==> config.mk <==
export PLATFORM = sky130hd
export DESIGN_NAME = ntt_sequencer
export DESIGN_NICKNAME = d
export VERILOG_FILES = /design/src/rtl/ntt_pkg.sv /design/src/rtl/ntt_bf_index.sv /design/src/rtl/ntt_sequencer.sv
export SDC_FILE = /design/constraint.sdc
export NUM_CORES = 1
export LEC_CHECK = 0
export BUFFER_PORTS_ARGS = -buffer_cell sky130_fd_sc_hd__buf_2
export CAP_MARGIN = 20
export CORE_UTILIZATION = 45
export CTS_BUF_LIST = sky130_fd_sc_hd__clkbuf_16
export DETAILED_ROUTE_END_ITERATION = 6
export GPL_TIMING_DRIVEN = 1
export PLACE_DENSITY = 0.67
export SLEW_MARGIN = 20
export SYNTH_ARGS = -nofsm -noshare
export SYNTH_HDL_FRONTEND = slang
export SYNTH_HIERARCHICAL = 1
export SYNTH_SLANG_ARGS = --single-unit
==> constraint.sdc <==
create_clock -name clk -period 4.9 [get_ports clk]
set_clock_uncertainty 0.1 [all_clocks]
set_input_delay 1.225 -clock clk [delete_from_list [all_inputs] [get_ports clk]]
set_output_delay 1.225 -clock clk [all_outputs]
set_load 0.05 [all_outputs]
==> src/rtl/ntt_pkg.sv <==
// ntt_pkg: constants and FSM encoding shared by the NTT sequencer,
// the butterfly datapath and the twiddle ROM.
package ntt_pkg;

  localparam int NTT_N       = 1024;
  localparam int NTT_LOGN    = $clog2(NTT_N);
  localparam int NTT_TW_W    = NTT_LOGN - 1;
  localparam int NTT_MAX_OUT = 4;

  typedef enum logic [1:0] {
    IDLE   = 2'd0,
    ISSUE  = 2'd1,
    DRAIN  = 2'd2,
    FINISH = 2'd3
  } seq_state_t;

endpackage

==> src/rtl/ntt_bf_index.sv <==
// ntt_bf_index: combinational (stage, j) -> (lo, hi, tw) butterfly index map.
// Ports: i_stage, i_j in; o_lo, o_hi (LOGN bits), o_tw (LOGN-1 bits) out.
module ntt_bf_index
  import ntt_pkg::*;
#(
  parameter int LOGN = NTT_LOGN
) (
  input  logic [LOGN-1:0] i_stage,
  input  logic [LOGN-2:0] i_j,
  output logic [LOGN-1:0] o_lo,
  output logic [LOGN-1:0] o_hi,
  output logic [LOGN-2:0] o_tw
);

  localparam logic [LOGN-2:0] ONE_S  = (LOGN-1)'(1);
  localparam logic [LOGN-1:0] ONE    = LOGN'(1);
  localparam logic [LOGN-1:0] SH_TOP = LOGN'(LOGN-1);

  logic [LOGN-2:0] w_mask;
  logic [LOGN-2:0] w_jm;
  logic [LOGN-1:0] w_jx;
  logic [LOGN-1:0] w_lo;

  // At the last stage 1<<stage wraps to 0 in LOGN-1 bits,
  // so the subtraction yields the all-ones mask it needs.
  always_comb begin
    w_mask = (ONE_S << i_stage) - ONE_S;
    w_jm   = i_j & w_mask;
    w_jx   = {1'b0, i_j};
    w_lo   = (((w_jx >> i_stage) << i_stage) << 1)
           | {1'b0, w_jm};
  end

  assign o_lo = w_lo;
  assign o_hi = w_lo | (ONE << i_stage);
  assign o_tw = w_jm << (SH_TOP - i_stage);

endmodule

==> src/rtl/ntt_sequencer.sv <==
// ntt_sequencer: walks all NTT stages, issues N/2 butterflies per stage
// over bf_valid/bf_ready, drains in-flight write-backs between stages.
// Ports: clk, reset (async, active-low), start -> busy, done;
//   bf_valid/bf_ready, bf_addr_lo/hi, bf_tw_idx, bf_stage; wb_valid.
// Optional NTT_SEQ_INVERSE_EN: inverse in, bf_inverse out; stages run
//   LOGN-1 down to 0 when inverse is sampled high with start.
module ntt_sequencer
  import ntt_pkg::*;
#(
  parameter int N       = NTT_N,
  parameter int LOGN    = $clog2(N),
  parameter int MAX_OUT = NTT_MAX_OUT,
  parameter int OUTW    = $clog2(MAX_OUT+1)
) (
  input  logic            clk,
  input  logic            reset,
  input  logic            start,
`ifdef NTT_SEQ_INVERSE_EN
  input  logic            inverse,
  output logic            bf_inverse,
`endif
  output logic            busy,
  output logic            done,
  output logic            bf_valid,
  input  logic            bf_ready,
  output logic [LOGN-1:0] bf_addr_lo,
  output logic [LOGN-1:0] bf_addr_hi,
  output logic [LOGN-2:0] bf_tw_idx,
  output logic [LOGN-1:0] bf_stage,
  input  logic            wb_valid
);

  localparam int              HALF    = N / 2;
  localparam logic [LOGN-1:0] ST_LAST = LOGN'(LOGN-1);
  localparam logic [LOGN-2:0] J_LAST  = (LOGN-1)'(HALF-1);
  localparam logic [OUTW-1:0] OUT_MAX = OUTW'(MAX_OUT);
  localparam logic [OUTW-1:0] OUT_ONE = OUTW'(1);

  seq_state_t      r_state;
  seq_state_t      w_state_nx;
  logic [LOGN-1:0] r_stage;
  logic [LOGN-1:0] w_stage_nx;
  logic [LOGN-2:0] r_j;
  logic [LOGN-2:0] w_j_nx;
  logic [OUTW-1:0] r_out;
  logic [OUTW-1:0] w_out_nx;

  logic            w_act;
  logic            w_hs;
  logic            w_dec;
  logic            w_last_j;
  logic            w_last_st;
  logic [LOGN-1:0] w_lo;
  logic [LOGN-1:0] w_hi;
  logic [LOGN-2:0] w_tw;

`ifdef NTT_SEQ_INVERSE_EN
  logic            r_inv;
  logic            w_inv_nx;
`endif

  ntt_bf_index #(
    .LOGN (LOGN)
  ) u_idx (
    .i_stage (r_stage),
    .i_j     (r_j),
    .o_lo    (w_lo),
    .o_hi    (w_hi),
    .o_tw    (w_tw)
  );

  assign w_act    = (r_state != IDLE);
  assign bf_valid = (r_state == ISSUE)
                  && (r_out < OUT_MAX);
  assign w_hs     = bf_valid && bf_ready;
  // A write-back with nothing in flight is dropped,
  // keeping the counter pinned at zero.
  assign w_dec    = wb_valid && (r_out != '0);
  assign w_last_j = (r_j == J_LAST);

`ifdef NTT_SEQ_INVERSE_EN
  assign w_last_st  = r_inv ? (r_stage == '0)
                            : (r_stage == ST_LAST);
  assign bf_inverse = w_act && r_inv;
`else
  assign w_last_st  = (r_stage == ST_LAST);
`endif

  assign busy       = w_act;
  assign done       = (r_state == FINISH);
  assign bf_addr_lo = w_act ? w_lo : '0;
  assign bf_addr_hi = w_act ? w_hi : '0;
  assign bf_tw_idx  = w_act ? w_tw : '0;
  assign bf_stage   = w_act ? r_stage : '0;

  always_comb begin
    w_out_nx = r_out;
    unique case ({w_hs, w_dec})
      2'b10:   w_out_nx = r_out + OUT_ONE;
      2'b01:   w_out_nx = r_out - OUT_ONE;
      default: w_out_nx = r_out;
    endcase
  end

  always_comb begin
    w_state_nx = r_state;
    w_stage_nx = r_stage;
    w_j_nx     = r_j;
`ifdef NTT_SEQ_INVERSE_EN
    w_inv_nx   = r_inv;
`endif
    unique case (r_state)
      IDLE: begin
        if (start) begin
          w_state_nx = ISSUE;
          w_j_nx     = '0;
`ifdef NTT_SEQ_INVERSE_EN
          w_inv_nx   = inverse;
          w_stage_nx = inverse ? ST_LAST : '0;
`else
          w_stage_nx = '0;
`endif
        end
      end
      ISSUE: begin
        if (w_hs) begin
          if (w_last_j) begin
            w_j_nx     = '0;
            w_state_nx = DRAIN;
          end else begin
            w_j_nx = r_j + 1'b1;
          end
        end
      end
      DRAIN: begin
        // Next stage may only start once every
        // write-back of this stage has retired.
        if (r_out == '0) begin
          if (w_last_st) begin
            w_state_nx = FINISH;
          end else begin
            w_state_nx = ISSUE;
`ifdef NTT_SEQ_INVERSE_EN
            w_stage_nx = r_inv ? r_stage - 1'b1
                               : r_stage + 1'b1;
`else
            w_stage_nx = r_stage + 1'b1;
`endif
          end
        end
      end
      FINISH: begin
        w_state_nx = IDLE;
      end
      default: begin
        w_state_nx = IDLE;
      end
    endcase
  end

  always_ff @(posedge clk or negedge reset) begin
    if (!reset) begin
      r_state <= IDLE;
      r_stage <= '0;
      r_j     <= '0;
      r_out   <= '0;
    end else begin
      r_state <= w_state_nx;
      r_stage <= w_stage_nx;
      r_j     <= w_j_nx;
      r_out   <= w_out_nx;
    end
  end

`ifdef NTT_SEQ_INVERSE_EN
  always_ff @(posedge clk or negedge reset) begin
    if (!reset) begin
      r_inv <= 1'b0;
    end else begin
      r_inv <= w_inv_nx;
    end
  end
`endif

`ifndef SYNTHESIS
  a_wb_underflow: assert property (
    @(posedge clk) disable iff (!reset)
    !(wb_valid && (r_out == '0))
  );
`endif

endmodule

==> run summary <==
Slowest CP cell - or4_4
Asr flop ratio synth - 100.0%
Routed wire per std cell - 17.21 um
FILL cells - 679
Core area - 6794 um2
CTS buffer count - 3
Row count - 30
Final Cycle Share - 96.66%
CP max FO - 7
Vias in the first global route - 3110
Hold Fails Final Rpt - 0
Area grow syn2layout - 13.68%
Seq/Total Area, Yosys - 18.92%
Share of Yosys cell area claimed by the top area cell type - 18.92%
RR Startpoint - r_j[0]
Clock transition at the registers of the reported paths - 0.07 ns
Worst Hold Launch - r_out[0]
Syn Inst Count - 441
Hold buffers post-CTS - 0
Clk buf depth - 2
Max-cap viol count - 0
R2r setup slk - 2.18 ns
Final setup fails - 0
Pre-CTS setup slack - 0.3513 ns
# diodes - 0
Footprint of the multi-input gates - 2366 um2
Cells along the critical path - or4_4 > nor3_4 > nand2_1 > ha_1 > nor2b_2 > nand2_1 > o21a_1 > a221o_1 > or2_1 > a21oi_2 > nor2b_1 > clkbuf_4
Routed WL - 9792 um
Vias per cell - 6.046
Crit path largest cell delay - 0.63 ns
Hold/Removal Path Class - reg -> reg
Syn_nets - 454
GP Congestion - 0.9319
Reg2Reg Depth - 8
Crit Path Class - reg -> out
Actual slew at the worst max-slew pin - 0.7250 ns
Gr usage total - 27.25%
Initial antenna violation count - 0
Via count - 3440
Pre-antenna DRT Iters - 5
Power density cells - 374.5 nW/um2
Die Area - 7394 um2
Count of input and output buffers - 46
TritonCTS clock tree - yes
Clock root cell - clkbuf_16
Worst path arrival time - 3.41 ns
Share of cells above drive strength 1 - 18.39%
Top Ports - 47
Htree depth - 1
Cell taking the most area after synthesis - dfrtp_1
Worst Setup Start Kind - register
Peak supply drop - 224.6 uV
Die height - 85.99 um
Initial Utilization - 46.72%
Clock Latency Late Sink - 0.26 ns
CTS sink count - 24
First-pass GRT wire length - 15910 um
Grt ovf - 0
Synth Flop Type - dfrtp_1
Synth warn - 6
Leakage power - 0.001569 uW
Hold depth - 1
Status - complete, no violations
Post-synth EDFFs - 0
Number of synthesized register bits - 24
Crit path launch - r_stage[7]
Fin crit period - 4.737 ns
Max Clk Rate - 211.1 MHz
Hpwl dp - 7052 um
Synthesized area - 3174 um2
Reg area - 600.6 um2
DRC viols - 0
Largest net degree at the start of global routing - 41
Setup ws final - 0.1635 ns
Inst Count DP - 565
Mean Syn Cell Area - 7.198 um2
Cell repeated most along the worst path - nand2_1
Worst Path Required - 3.58 ns
Nature of the critical path endpoint - output port
Hold Path End - r_out[0]
Slew headroom - 51.22%
Initial drt markers - 270
Final max-slew violation count - 0
Die W - 85.99 um
Final ANT Viol Nets - 0
Count of cell types in the netlist - 74
Area contributors post-synth - dfrtp_1, nor2b_1, nand2_1
R2r endpoint - r_j[7]
Layout net count - 487
Post-Layout Cell Count - 569
registers in the layout (all words and copies together) (netlist names):
name / count
r_stage: 10
r_out: 3
r_state: 2
r_j: 9
logic make-up (layout without fill, tap and decap cells):
kind of cell / Yosys count / in the layout / synth area share, %
XOR/XNOR: 7 / 7 / 1.931
flip-flops: 24 / 24 / 18.92
multiplexers: 9 / 9 / 2.877
adder cells (fa/ha/maj): 8 / 8 / 3.390
AO/OA/AOI/OAI: 127 / 127 / 28.30
buffers and inverters: 50 / 82 / 6.898
AND/OR/NAND/NOR: 216 / 216 / 37.68
final cells by class:
type | count | share of cell area, %
multi-input cells | 367 | 65.57
flip-flops and latches | 24 | 16.64
repair buffers | 63 | 9.986
well taps | 96 | 3.329
clock buffers | 3 | 2.080
inverters | 15 | 1.560
clock inverters | 1 | 0.8322
Yosys cell counts (all sizes together), types with 3 or more instances:
cell and count:
a211oi 5, a21o 4, a21oi 18, a31oi 6, a32oi 4, a41oi 4
and2 8, and3 8, buf 18, clkbuf 17, dfrtp 24, ha 7
inv 14, mux2i 8, nand2 54, nand2b 10, nand3 18, nand3b 4
nand4 6, nor2 28, nor2b 49, nor3 11, nor4 5, o211ai 12
o21a 3, o21ai 33, o31ai 7, o41ai 7, or2 3, xnor2 3
xor2 4
power breakdown:
part | switching (uW) | internal, uW | total, uW
registers | 103 | 237 | 340
clock network | 70.8 | 162 | 233
logic | 527 | 251 | 778
metrics by stage:
step / hold slack, ns / cell area [um2] / power [uW] / util [%] / TNS [ns]
floorplan: 0.3759 / 3174 / 926.7 / - / 0
global placement: 0.4689 / 3492 / 1104 / 51.40 / 0
detailed placement: 0.4858 / 3492 / 1109 / 51.40 / 0
CTS: 0.4897 / 3597 / 1348 / 52.95 / 0
global route: 0.5291 / 3608 / 1439 / 53.11 / -0.02525
finish: 0.4842 / 3608 / 1351 / 53.11 / 0
cell usage in the layout (no fill, tap or decap), drive strengths merged, types with 5 or more instances in the layout:
| cell | count |
|---|---|
| buf | 62 |
| nand4 | 6 |
| nor2 | 28 |
| o31ai | 7 |
| o211ai | 12 |
| nand3 | 18 |
| and3 | 8 |
| nor3 | 11 |
| nor2b | 49 |
| nand2b | 10 |
| and2 | 8 |
| o21ai | 33 |
| a21oi | 18 |
| inv | 14 |
| dfrtp | 24 |
| nor4 | 5 |
| a31oi | 6 |
| a211oi | 5 |
| ha | 7 |
| nand2 | 54 |
| mux2i | 8 |
| o41ai | 7 |
per-layer routing:
metal  global-route usage, %  vias up  wire length (um)
li1                        -     1666                 -
met1                   36.18     1634              4447
met2                   46.54      123              4756
met3                   1.925       17               391
met4                   9.697        0               197
met5                       0        -                 0
how the worst max path moves through the flow:
| stage | to | slack [ns] | cells after the start |
|---|---|---|---|
| floorplan | bf_tw_idx[5] | 0.003 | 12 |
| global placement | bf_tw_idx[5] | 0.42 | 12 |
| detailed placement | bf_tw_idx[5] | 0.35 | 12 |
| CTS | bf_tw_idx[5] | 0.07 | 12 |
| global route | bf_tw_idx[5] | -0.02 | 12 |
| finish | bf_tw_idx[5] | 0.16 | 12 |
worst max-delay path, delay by kind of cell (launching register included):
family	cells	cell delay (ns)
adders and majority gates	1	0.30
buffers and inverters	1	0.23
and+or+nand+nor	7	1.61
AOI/OAI and AO/OA	3	0.62
DFF	1	0.38
what timing repair did:
item	in CTS	in global routing
setup endpoints to repair	0	3
resized for setup	0	3
setup buffers	0	0
(Power assumes the default switching activity.)
